### config.mk
export PLATFORM = sky130hd
export DESIGN_NAME = result_matrix_reader_flat
export DESIGN_NICKNAME = d
export VERILOG_FILES = /design/src/rtl/matmul_pkg.sv /design/src/rtl/result_matrix_reader_if.sv /design/src/rtl/result_matrix_reader_stream_ctrl.sv /design/src/rtl/result_matrix_reader.sv /design/src/flat_wrapper.sv
export SDC_FILE = /design/constraint.sdc
export NUM_CORES = 1
export LEC_CHECK = 0
export ABC_AREA = 1
export CAP_MARGIN = 5
export CELL_PAD_IN_SITES_DETAIL_PLACEMENT = 1
export CELL_PAD_IN_SITES_GLOBAL_PLACEMENT = 1
export CORE_UTILIZATION = 28
export CTS_BUF_LIST = sky130_fd_sc_hd__clkbuf_4 sky130_fd_sc_hd__clkbuf_8 sky130_fd_sc_hd__clkbuf_16
export DETAILED_ROUTE_END_ITERATION = 10
export HOLD_SLACK_MARGIN = 0.15
export PLACE_DENSITY_LB_ADDON = 0.1
export SLEW_MARGIN = 20
export SYNTH_ARGS = -nofsm -noshare
export SYNTH_HDL_FRONTEND = slang
export SYNTH_SLANG_ARGS = --single-unit
### constraint.sdc
create_clock -name clk_i -period 4.1 [get_ports clk_i]
set_input_delay 0.82 -clock clk_i [delete_from_list [all_inputs] [get_ports clk_i]]
set_output_delay 0.82 -clock clk_i [all_outputs]
set_load 0.02 [all_outputs]
### src/rtl/matmul_pkg.sv
// Shared definitions for the matrix-multiply datapath: FSM encoding, default
// widths and the flattened result-element offset used by the array and the reader.
package matmul_pkg;

    localparam int DATA_WIDTH_DEF = 8;
    localparam int BUS_WIDTH_DEF  = 16;
    localparam int MAX_DIM_DEF    = BUS_WIDTH_DEF / DATA_WIDTH_DEF;

    typedef enum logic [1:0] {
        IDLE   = 2'd0,
        HOLD   = 2'd1,
        STREAM = 2'd2
    } state_e;

    localparam logic [1:0] ST_IDLE   = 2'd0;
    localparam logic [1:0] ST_HOLD   = 2'd1;
    localparam logic [1:0] ST_STREAM = 2'd2;

    function automatic int unsigned elem_off(int unsigned r, int unsigned c,
                                             int unsigned dim, int unsigned bw);
        return (r * dim + c) * bw;
    endfunction

endpackage

### src/rtl/result_matrix_reader_if.sv
// Bus-side ports of the result reader: random-access read port plus drain stream.
// Stream handshake: an element transfers on a clock edge where out_valid && out_ready;
// while out_valid is high and out_ready is low, out_data and out_last hold steady.
interface result_matrix_reader_if #(
    parameter int BUS_WIDTH = 16,
    parameter int IDX_W     = 1
);
    logic                 rd_en;
    logic [IDX_W-1:0]     rd_row;
    logic [IDX_W-1:0]     rd_col;
    logic [BUS_WIDTH-1:0] rd_data;
    logic                 rd_valid;
    logic                 stream_start;
    logic [BUS_WIDTH-1:0] out_data;
    logic                 out_valid;
    logic                 out_ready;
    logic                 out_last;

    modport master (
        output rd_en, rd_row, rd_col, stream_start, out_ready,
        input  rd_data, rd_valid, out_data, out_valid, out_last
    );

    modport slave (
        input  rd_en, rd_row, rd_col, stream_start, out_ready,
        output rd_data, rd_valid, out_data, out_valid, out_last
    );
endinterface

### src/rtl/result_matrix_reader_stream_ctrl.sv
// IDLE/HOLD/STREAM sequencing for the result reader: row/col drain counters,
// valid/last generation, capture qualification and the sticky overrun flag.
module rm_stream_ctrl
    import matmul_pkg::*;
#(
    parameter int IDX_W = 1
) (
    input  logic             clk_i,
    input  logic             rst_ni,
    input  logic             clear_i,
    input  logic             done_i,
    input  logic             stream_start_i,
    input  logic             out_ready_i,
    input  logic [1:0]       k_i,
    input  logic [1:0]       m_i,
    output logic [IDX_W-1:0] row_o,
    output logic [IDX_W-1:0] col_o,
    output logic             out_valid_o,
    output logic             out_last_o,
    output logic             capture_o,
    output logic             full_o,
    output logic             overrun_o,
    output state_e           state_o
);
    logic [1:0]       state_q, state_d;
    logic [IDX_W-1:0] row_q, row_d, col_q, col_d;
    logic             overrun_q, overrun_d;
    logic             row_end, col_end, hs;

    assign row_end     = 32'(row_q) == 32'(k_i);
    assign col_end     = 32'(col_q) == 32'(m_i);
    assign out_valid_o = (state_q == ST_STREAM);
    assign out_last_o  = out_valid_o && row_end && col_end;
    assign hs          = out_valid_o && out_ready_i;
    // A done pulse during STREAM is not a capture; it only raises overrun.
    assign capture_o   = done_i && !clear_i && (state_q != ST_STREAM);
    assign full_o      = (state_q != ST_IDLE);
    assign overrun_o   = overrun_q;
    assign row_o       = row_q;
    assign col_o       = col_q;
    assign state_o     = state_e'(state_q);

    always_comb begin
        state_d   = state_q;
        row_d     = row_q;
        col_d     = col_q;
        overrun_d = overrun_q;
        if (clear_i) begin
            state_d   = ST_IDLE;
            row_d     = '0;
            col_d     = '0;
            overrun_d = 1'b0;
        end else begin
            case (state_q)
                ST_IDLE: begin
                    if (done_i) state_d = ST_HOLD;
                end
                ST_HOLD: begin
                    if (!done_i && stream_start_i) begin
                        state_d = ST_STREAM;
                        row_d   = '0;
                        col_d   = '0;
                    end
                end
                ST_STREAM: begin
                    if (done_i) overrun_d = 1'b1;
                    if (hs) begin
                        if (row_end && col_end) begin
                            state_d = ST_HOLD;
                            row_d   = '0;
                            col_d   = '0;
                        end else if (col_end) begin
                            col_d = '0;
                            row_d = row_q + 1'b1;
                        end else begin
                            col_d = col_q + 1'b1;
                        end
                    end
                end
                default: state_d = ST_IDLE;
            endcase
        end
    end

    always_ff @(posedge clk_i or negedge rst_ni) begin
        if (!rst_ni) begin
            state_q   <= ST_IDLE;
            row_q     <= '0;
            col_q     <= '0;
            overrun_q <= 1'b0;
        end else begin
            state_q   <= state_d;
            row_q     <= row_d;
            col_q     <= col_d;
            overrun_q <= overrun_d;
        end
    end

endmodule

### src/rtl/result_matrix_reader.sv
// Captures result matrix C from the systolic array and returns it via a 1-cycle
// random-access read port and a row-major drain stream. Optional: RESULT_ACCUM_EN.
module result_matrix_reader
    import matmul_pkg::*;
#(
    parameter  int DATA_WIDTH = DATA_WIDTH_DEF,
    parameter  int BUS_WIDTH  = BUS_WIDTH_DEF,
    localparam int MAX_DIM    = BUS_WIDTH / DATA_WIDTH,
    localparam int IDX_W      = (MAX_DIM > 1) ? $clog2(MAX_DIM) : 1
) (
    input  logic                                 clk_i,
    input  logic                                 rst_ni,
    input  logic                                 done_i,
    input  logic [MAX_DIM*MAX_DIM*BUS_WIDTH-1:0] res_i,
    input  logic [1:0]                           k_i,
    input  logic [1:0]                           m_i,
    input  logic                                 clear_i,
`ifdef RESULT_ACCUM_EN
    input  logic                                 accum_i,
`endif
    output logic                                 full_o,
    output logic                                 overrun_o,
    result_matrix_reader_if.slave                bus
);
    logic [BUS_WIDTH-1:0] mat [MAX_DIM][MAX_DIM];
    logic [IDX_W-1:0]     row, col;
    logic                 capture, accum, rd_hit;
    logic                 rd_valid_q;
    logic [BUS_WIDTH-1:0] rd_data_q;
    state_e               ctrl_state;

    rm_stream_ctrl #(.IDX_W(IDX_W)) u_ctrl (
        .clk_i          (clk_i),
        .rst_ni         (rst_ni),
        .clear_i        (clear_i),
        .done_i         (done_i),
        .stream_start_i (bus.stream_start),
        .out_ready_i    (bus.out_ready),
        .k_i            (k_i),
        .m_i            (m_i),
        .row_o          (row),
        .col_o          (col),
        .out_valid_o    (bus.out_valid),
        .out_last_o     (bus.out_last),
        .capture_o      (capture),
        .full_o         (full_o),
        .overrun_o      (overrun_o),
        .state_o        (ctrl_state)
    );

    // Captures only happen from IDLE or HOLD, and IDLE always overwrites.
`ifdef RESULT_ACCUM_EN
    assign accum = accum_i && (ctrl_state == HOLD);
`else
    assign accum = 1'b0;
`endif

    for (genvar r = 0; r < MAX_DIM; r++) begin : g_row
        for (genvar c = 0; c < MAX_DIM; c++) begin : g_col
            logic [BUS_WIDTH-1:0] elem_q, elem_d, res_e;
            logic                 in_range;

            assign res_e    = res_i[elem_off(r, c, MAX_DIM, BUS_WIDTH) +: BUS_WIDTH];
            assign in_range = (32'(r) <= 32'(k_i)) && (32'(c) <= 32'(m_i));
            assign mat[r][c] = elem_q;

            always_comb begin
                elem_d = elem_q;
                if (clear_i) begin
                    elem_d = '0;
                end else if (capture) begin
                    elem_d = in_range ? (res_e + (accum ? elem_q : '0)) : '0;
                end
            end

            always_ff @(posedge clk_i or negedge rst_ni) begin
                if (!rst_ni) elem_q <= '0;
                else         elem_q <= elem_d;
            end
        end
    end

    assign bus.out_data = bus.out_valid ? mat[row][col] : '0;

    assign rd_hit = (ctrl_state != IDLE) &&
                    (32'(bus.rd_row) <= 32'(k_i)) &&
                    (32'(bus.rd_col) <= 32'(m_i));

    always_ff @(posedge clk_i or negedge rst_ni) begin
        if (!rst_ni) begin
            rd_valid_q <= 1'b0;
            rd_data_q  <= '0;
        end else begin
            rd_valid_q <= bus.rd_en;
            if (bus.rd_en) rd_data_q <= rd_hit ? mat[bus.rd_row][bus.rd_col] : '0;
        end
    end

    assign bus.rd_valid = rd_valid_q;
    assign bus.rd_data  = rd_data_q;

endmodule

### src/flat_wrapper.sv
// flat-port wrapper written by rule: the top's interface ports become plain ports
module result_matrix_reader_flat import matmul_pkg::*;
#(
    parameter  int DATA_WIDTH = DATA_WIDTH_DEF,
    parameter  int BUS_WIDTH  = BUS_WIDTH_DEF,
    localparam int MAX_DIM    = BUS_WIDTH / DATA_WIDTH,
    localparam int IDX_W      = (MAX_DIM > 1) ? $clog2(MAX_DIM) : 1
)
  (clk_i, rst_ni, done_i, res_i, k_i, m_i, clear_i, full_o, overrun_o, bus_rd_en, bus_rd_row, bus_rd_col, bus_stream_start, bus_out_ready, bus_rd_data, bus_rd_valid, bus_out_data, bus_out_valid, bus_out_last);
  result_matrix_reader_if #(.BUS_WIDTH(BUS_WIDTH), .IDX_W(1)) bus_i ();
  input  logic clk_i;
  input  logic rst_ni;
  input  logic done_i;
  input  logic [MAX_DIM*MAX_DIM*BUS_WIDTH-1:0] res_i;
  input  logic [1:0] k_i;
  input  logic [1:0] m_i;
  input  logic clear_i;
  output logic full_o;
  output logic overrun_o;
  input wire logic [$bits(bus_i.rd_en)-1:0] bus_rd_en;
  input wire logic [$bits(bus_i.rd_row)-1:0] bus_rd_row;
  input wire logic [$bits(bus_i.rd_col)-1:0] bus_rd_col;
  input wire logic [$bits(bus_i.stream_start)-1:0] bus_stream_start;
  input wire logic [$bits(bus_i.out_ready)-1:0] bus_out_ready;
  output wire logic [$bits(bus_i.rd_data)-1:0] bus_rd_data;
  output wire logic [$bits(bus_i.rd_valid)-1:0] bus_rd_valid;
  output wire logic [$bits(bus_i.out_data)-1:0] bus_out_data;
  output wire logic [$bits(bus_i.out_valid)-1:0] bus_out_valid;
  output wire logic [$bits(bus_i.out_last)-1:0] bus_out_last;
  assign bus_i.rd_en = bus_rd_en;
  assign bus_i.rd_row = bus_rd_row;
  assign bus_i.rd_col = bus_rd_col;
  assign bus_i.stream_start = bus_stream_start;
  assign bus_i.out_ready = bus_out_ready;
  assign bus_rd_data = bus_i.rd_data;
  assign bus_rd_valid = bus_i.rd_valid;
  assign bus_out_data = bus_i.out_data;
  assign bus_out_valid = bus_i.out_valid;
  assign bus_out_last = bus_i.out_last;
  result_matrix_reader #(.DATA_WIDTH(DATA_WIDTH), .BUS_WIDTH(BUS_WIDTH)) u_core (.clk_i(clk_i), .rst_ni(rst_ni), .done_i(done_i), .res_i(res_i), .k_i(k_i), .m_i(m_i), .clear_i(clear_i), .full_o(full_o), .overrun_o(overrun_o), .bus(bus_i));
endmodule
======== Word level (Yosys, flattened, before mapping) ========
Cells that the tools add are included.
storage, ports and cells
  input port bits ......................... 77
  output and inout port bits .............. 37
  word-level logic and storage cells ...... 101
  bits in registers ....................... 86
operators by class
  bitwise logic cells ..................... 4
  $add $sub $neg .......................... 2
  mux-type cells .......................... 45
  order comparisons ....................... 8
  equal/unequal tests ..................... 10
  reductions and logical operators ........ 22
operators by type and width
  operator                                            count
  two-way mux 16 bit                                  19
  two-way mux 32 bit                                  6
  two-way mux 1 bit                                   12
  inequality test 3 bit, second input constant        4
  logical AND 1 bit                                   10
  two-way mux 2 bit                                   5
  >= comparator 2 bit, second input constant          4
  NOT 1 -> 2 bit                                      4
  AND reduction 4 bit                                 2
  nonzero test 2 bit                                  4
  case mux 2 bit (3 select lines)                     1
  == test 1 x 2 -> 1 bit                              2
  <= comparator 1 x 2 -> 1 bit                        2
  <= comparator 1 x 2 -> 1 bit, first input constant  2
  inequality test 4 bit, second input constant        1
  case mux 1 bit (2 select lines)                     2
  AND reduction 3 bit                                 1
  nonzero test 3 bit                                  1
  adder 1 bit, second input constant                  2
  == test 2 x 1 -> 1 bit, second input constant       1
  == test 2 bit, second input constant                1
  logical NOT 1 bit                                   2
  logical NOT 2 bit                                   1
  inequality test 2 bit, second input constant        1
  AND reduction 2 bit                                 1

======== Longest topological paths before layout ========
  depth in word-level cells ............... 8
  depth in mapped cells ................... 10
  depth with buffers taken out ............ 9

======== Hierarchy ========
From an unflattened synthesis, not the netlist that was laid out.
unflattened totals
  cell total of the unflattened synthesis .. 653
  area total of the unflattened synthesis .. 4,810.9 µm²
by module, submodules not included
  module                area an instance (µm²)  cells each  instances
  result_matrix_reader  4,431.8                 593         1
  rm_stream_ctrl        379.1                   60          1

======== Least setup slack after synthesis ========
OpenSTA, ideal clock, no wires.
  path type ............................... input-to-reg
  from .................................... in bus_rd_col
  to ...................................... reg u_core.rd_data_q[10] (netlist: u_core.bus.rd_data[10])
  path slack .............................. 1,847 ps
  stages on the path ...................... 9
  required time ........................... 3,965 ps
  data arrival time ....................... 2,119 ps
  cells stage by stage .................... buf_4 clkinv_1 buf_2 ha_1 nor2_1 nand2_1 nand4_2 buf_2 o22ai_1
between the ends
  longest elaborated chain between the ends .. 5
  elaborated cells on any way between the ends .. 7
RTL lines
  what                                                    RTL line                    RTL
  start: declaration                                      flat_wrapper.sv:22          input wire logic [$bits(bus_i.rd_col)-1:0] bus_rd_col;
  NOT 1 -> 2 bit (not written as such)                    result_matrix_reader.sv:95  if (bus.rd_en) rd_data_q <= rd_hit ? mat[bus.rd_row][bus.rd_col] : '0;
  two-way mux 16 bit (not written as such) (3 in series)  result_matrix_reader.sv:95
  two-way mux 16 bit *                                    result_matrix_reader.sv:95
  end signal: assignment                                  result_matrix_reader.sv:95
  end: declaration                                        result_matrix_reader.sv:29  logic [BUS_WIDTH-1:0] rd_data_q;
Mark *: on every way between the ends. The rest lies on a longest branch, timed or not. The select of a mux whose other input is x is not followed.
A chain may end at the register's enable or synchronous reset.

======== Worst setup path in the final report ========
  from .................................... reg u_core.u_ctrl.row_q (netlist: u_core.u_ctrl.row_o)
  to ...................................... out bus_out_data[15]
between the ends
  longest elaborated chain between the ends .. 8
RTL lines
  what                                                    RTL line                                RTL
  start: declaration                                      result_matrix_reader_stream_ctrl.sv:26  logic [IDX_W-1:0] row_q, row_d, col_q, col_d;
  start signal: assignment                                result_matrix_reader_stream_ctrl.sv:93  row_q <= row_d;
  NOT 1 -> 2 bit (not written as such)                    result_matrix_reader.sv:83              assign bus.out_data = bus.out_valid ? mat[row][col] : '0;
  two-way mux 32 bit (not written as such) (3 in series)  result_matrix_reader.sv:83
  two-way mux 16 bit (not written as such) (3 in series)  result_matrix_reader.sv:83
  two-way mux 16 bit                                      result_matrix_reader.sv:83
  end: declaration                                        flat_wrapper.sv:27                      output wire logic [$bits(bus_i.out_data)-1:0] bus_out_data;
Every way passes these cells. The select of a mux whose other input is x is not followed.

==> results.md <==
* CTS buffer count at 9
* Crit path buf inv count at 2
* Wire length per cell at 17.9 um
* FMAX at 293 MHz
* Min Tclk post-route at 3410 ps
* Initial Utilization at a little under 30%
* CP Capture Point: bus_out_data[15]
* Clock group share of total power at 28.8%
* Sequential-to-total area share from yosys stat at roughly 47%
* Inst Count DP at 883
* FF-to-FF setup slack at about 1200 ps
* Cell Area, Placed at 0.00584 mm2
* R2R cell count at 7
* Logic pwr share at between 30% and 40%
* Skew final at 9.84 ps
* DRT Pass-1 Iters at 4
* Routability Congestion at 0.762
* CP Cell Sequence: inv_1 > o21ai_0 > a21oi_1 > clkdlybuf4s50_1
* Largest net degree at the start of global routing at 68
* Fin. Hold Viols at 0
* Sequential power share at between 30% and 40%
* Crit path DAT at 2590 ps
* Cell area after synthesis at between 0.004 and 0.005 mm2
* Initial antenna violation count at 0
* Die Y at 130 um
* P_sw at between 1 and 1.5 mW
* Worst Setup End Kind: output pin
* Layout cell share with drive strength beyond 1 at roughly 7.8%
* PwrDens at around 460 mW/mm2
* Drt drc at 0
* Total track usage at around 20%
* DIE AREA at between 0.015 and 0.02 mm2
* DR vias at 4317
* Synthesis Warnings at 0
* Setup repair bufs after CTS at 0
* Maximum buffer depth of the clock tree at 2
* CTS Hold Bufs at 0
* Fillers at about 2000
* Placeable Area at between 0.015 and 0.02 mm2
* Relative slew slack at 34.9%
* Vias in the first global route at around 4600
* Setup WS pre-CTS at between 800 and 900 ps
* Cell count after synthesis at 587
* First-pass GRT wire length at between 20000 and 30000 um
* PostCTS Resize Cnt at 0
* Post-route clock period utilization at a little over four fifths
* Clk Latency, worst-skew pair at between 300 and 400 ps
* RSZ-0062 raised after global routing: false
* CP max-delay cell: inv_1
* Fin worst setup slack at approximately 690 ps
* Final HPWL DP at 11300 um
* CTS Sinks at 86
* DRT Wirelength at between 15000 and 20000 um
* TritonCTS clock tree: yes
* GRT overflow at 0
* Antenna-violating nets left at 0
* Required @ worst endpoint at about 3300 ps
* Power Total at 2.81 mW
* Mean Syn Cell Area at ~8 um2
* Final-stage net count at between 700 and 800
* Status: finished, final reports clean
* Cell count along the critical path at 4
* Vias per cell at approximately 4.8
* Root Driver: clkbuf_16
* Beginning of the critical path: u_core.u_ctrl.row_o$_DFFE_PN0P_
* Slew of the pin with the lowest slew margin at just under 1000 ps
* Switching share of power at 36.3%
* Hold Path Class: flip-flop to flip-flop
* CTS HTree Levels at 3
* Final setup fails at 0
* Most frequent cells in the layout: clkdlybuf4s50_1 (111), nand2_1 (91), o21ai_0 (88)
* First DRT Iteration DRCs at 301
* Final instance area at roughly 0.0061 mm2
* Worst R2R End: u_core.g_row[1].g_col[0].elem_q[5]$_DFFE_PN0P_
* I/O Buffers at 113
* Setup Crit Path Kind: flip-flop to output pin
* CP delay by family, top: buffers and inverters
* Number of distinct library cells after synthesis at 26
* Crit-path max FO at 34
* Max incr delay on CP at 710 ps
* Peak supply drop at between 0.2 and 0.25 mV
* Number of antenna diodes at 0
* Die Wd at between 100 and 150 um
* Yosys reg bits at 86
* Clock transition at the registers of the reported paths at roughly 60 ps
* Pleak at 2.62 nW
* Commonest non-fill, non-tap cell in the layout: clkdlybuf4s50_1
* Syn nets at approximately 670
* Worst r2r src: u_core.u_ctrl.state_o[0]$_DFFE_PN0P_
* Max_cap viols at 0
* Number of cell rows at 46
* Cell internal pwr at 1.79 mW
* Layout Area Growth over Synthesis at 32.9%
* Final Non-Filler Cells at roughly 900
* Startpoint Class: flip-flop
* IO Pins at approximately 110
* Slew Viols, Final at 0
* Setup TNS at 0 ps
[cell families after synthesis]
| logic type | synth area share [%] |
|---|---|
| flip-flops | 46.7 |
| adder cells (fa/ha/maj) | 0.543 |
| AO/OA/AOI/OAI | 25.0 |
| AND/OR/NAND/NOR | 16.1 |
| buffers and inverters | 11.8 |
[area by class of cell]
class / instances / area, um2 / area share [%]
Clock buffer: 10 / 239 / 3.90
Clock inverter: 5 / 50.0 / 0.817
Inverter: 81 / 309 / 5.04
Multi-Input combinational cell: 378 / 1920 / 31.3
Sequential cell: 86 / 2150 / 35.1
Tap cell: 216 / 270 / 4.41
Timing Repair Buffer: 122 / 1190 / 19.4
[stage by stage]
step | hold slack (ps) | util (%)
after detailed placement | 500 | 36.5
after floorplan | 483 | -
after global placement | 499 | 36.5
after CTS | 518 | 38.3
final | 528 | 38.3
after global routing | 555 | 38.3
[power groups by stage]
stage / clock (mW) / sequential (mW) / combinational [mW]
final: 0.811 / 1.05 / 0.954
after global routing: 0.865 / 1.06 / 1.06
after CTS: 0.835 / 1.05 / 0.966
after detailed placement: 0 / 1.06 / 0.962
after global placement: 0 / 1.06 / 0.943
after floorplan: 0 / 1.08 / 0.528
[cells in the mapped netlist]
| cell type | number | area share (%) |
|---|---|---|
| inv_6 | 1 | 0.19 |
| o22ai_1 | 16 | 2.2 |
| buf_6 | 5 | 1.2 |
| dfrtp_1 | 86 | 47 |
| ha_1 | 2 | 0.54 |
| nor3_1 | 1 | 0.11 |
| a21oi_1 | 80 | 8.7 |
| nor2_8 | 2 | 0.87 |
| buf_2 | 19 | 2.1 |
| buf_1 | 2 | 0.16 |
| clkbuf_1 | 14 | 1.1 |
| o21ai_1 | 7 | 0.76 |
| o21ai_0 | 88 | 9.5 |
| o21ai_2 | 20 | 3.8 |
| nand3b_1 | 1 | 0.16 |
| nand3_1 | 52 | 5.6 |
| buf_8 | 1 | 0.33 |
| nand2_1 | 91 | 7.4 |
| nand4_2 | 1 | 0.27 |
| clkinv_1 | 1 | 0.081 |
| nor2_1 | 15 | 1.2 |
| nand2_4 | 1 | 0.24 |
| inv_2 | 1 | 0.081 |
| inv_1 | 78 | 6.3 |
| buf_4 | 1 | 0.16 |
| nand2_2 | 1 | 0.14 |
[flip-flops by register name, summed over array words and instances, names as in the netlist]
name,cells
u_core.bus.rd_valid,1
u_core.u_ctrl.col_o,1
u_core.u_ctrl.row_o,1
u_core.u_ctrl.overrun_o,1
u_core.bus.rd_data,16
u_core.g_row.g_col.elem_q,64
u_core.u_ctrl.state_o,2
[per-layer routing]
metal | vias to the layer above | GRT usage [%] | part of all wire (%)
met2 | 99 | 30.3 | 43
met4 | 0 | 7.10 | 1.8
met1 | 2083 | 29.3 | 50
met5 | - | 0 | 0
met3 | 19 | 2.79 | 4.7
li1 | 2116 | - | -
[how the worst min path moves through the flow]
stage / from / endpoint / slack (ps) / cells after the start
6_report: u_core.u_ctrl.overrun_o$_DFFE_PN0P_ / u_core.u_ctrl.overrun_o$_DFFE_PN0P_ / 530 / 2
3_3_place_gp: u_core.u_ctrl.overrun_o$_DFFE_PN0P_ / u_core.u_ctrl.overrun_o$_DFFE_PN0P_ / 500 / 2
4_1_cts: u_core.u_ctrl.overrun_o$_DFFE_PN0P_ / u_core.u_ctrl.overrun_o$_DFFE_PN0P_ / 520 / 2
5_1_grt: u_core.u_ctrl.overrun_o$_DFFE_PN0P_ / u_core.u_ctrl.overrun_o$_DFFE_PN0P_ / 560 / 2
3_5_place_dp: u_core.u_ctrl.overrun_o$_DFFE_PN0P_ / u_core.u_ctrl.overrun_o$_DFFE_PN0P_ / 500 / 2
2_1_floorplan: u_core.u_ctrl.state_o[1]$_DFFE_PN0P_ / u_core.u_ctrl.state_o[1]$_DFFE_PN0P_ / 480 / 2
[worst register-to-register path, cell delays in order, from the launching register on]
cell and delay (ps):
dfrtp_1 370, inv_1 70, nand2_1 650, nand2_2 190, nor2_8 510, inv_6 190, nand2_4 560, o21ai_0 210
Power figures use the tool's default switching activity.
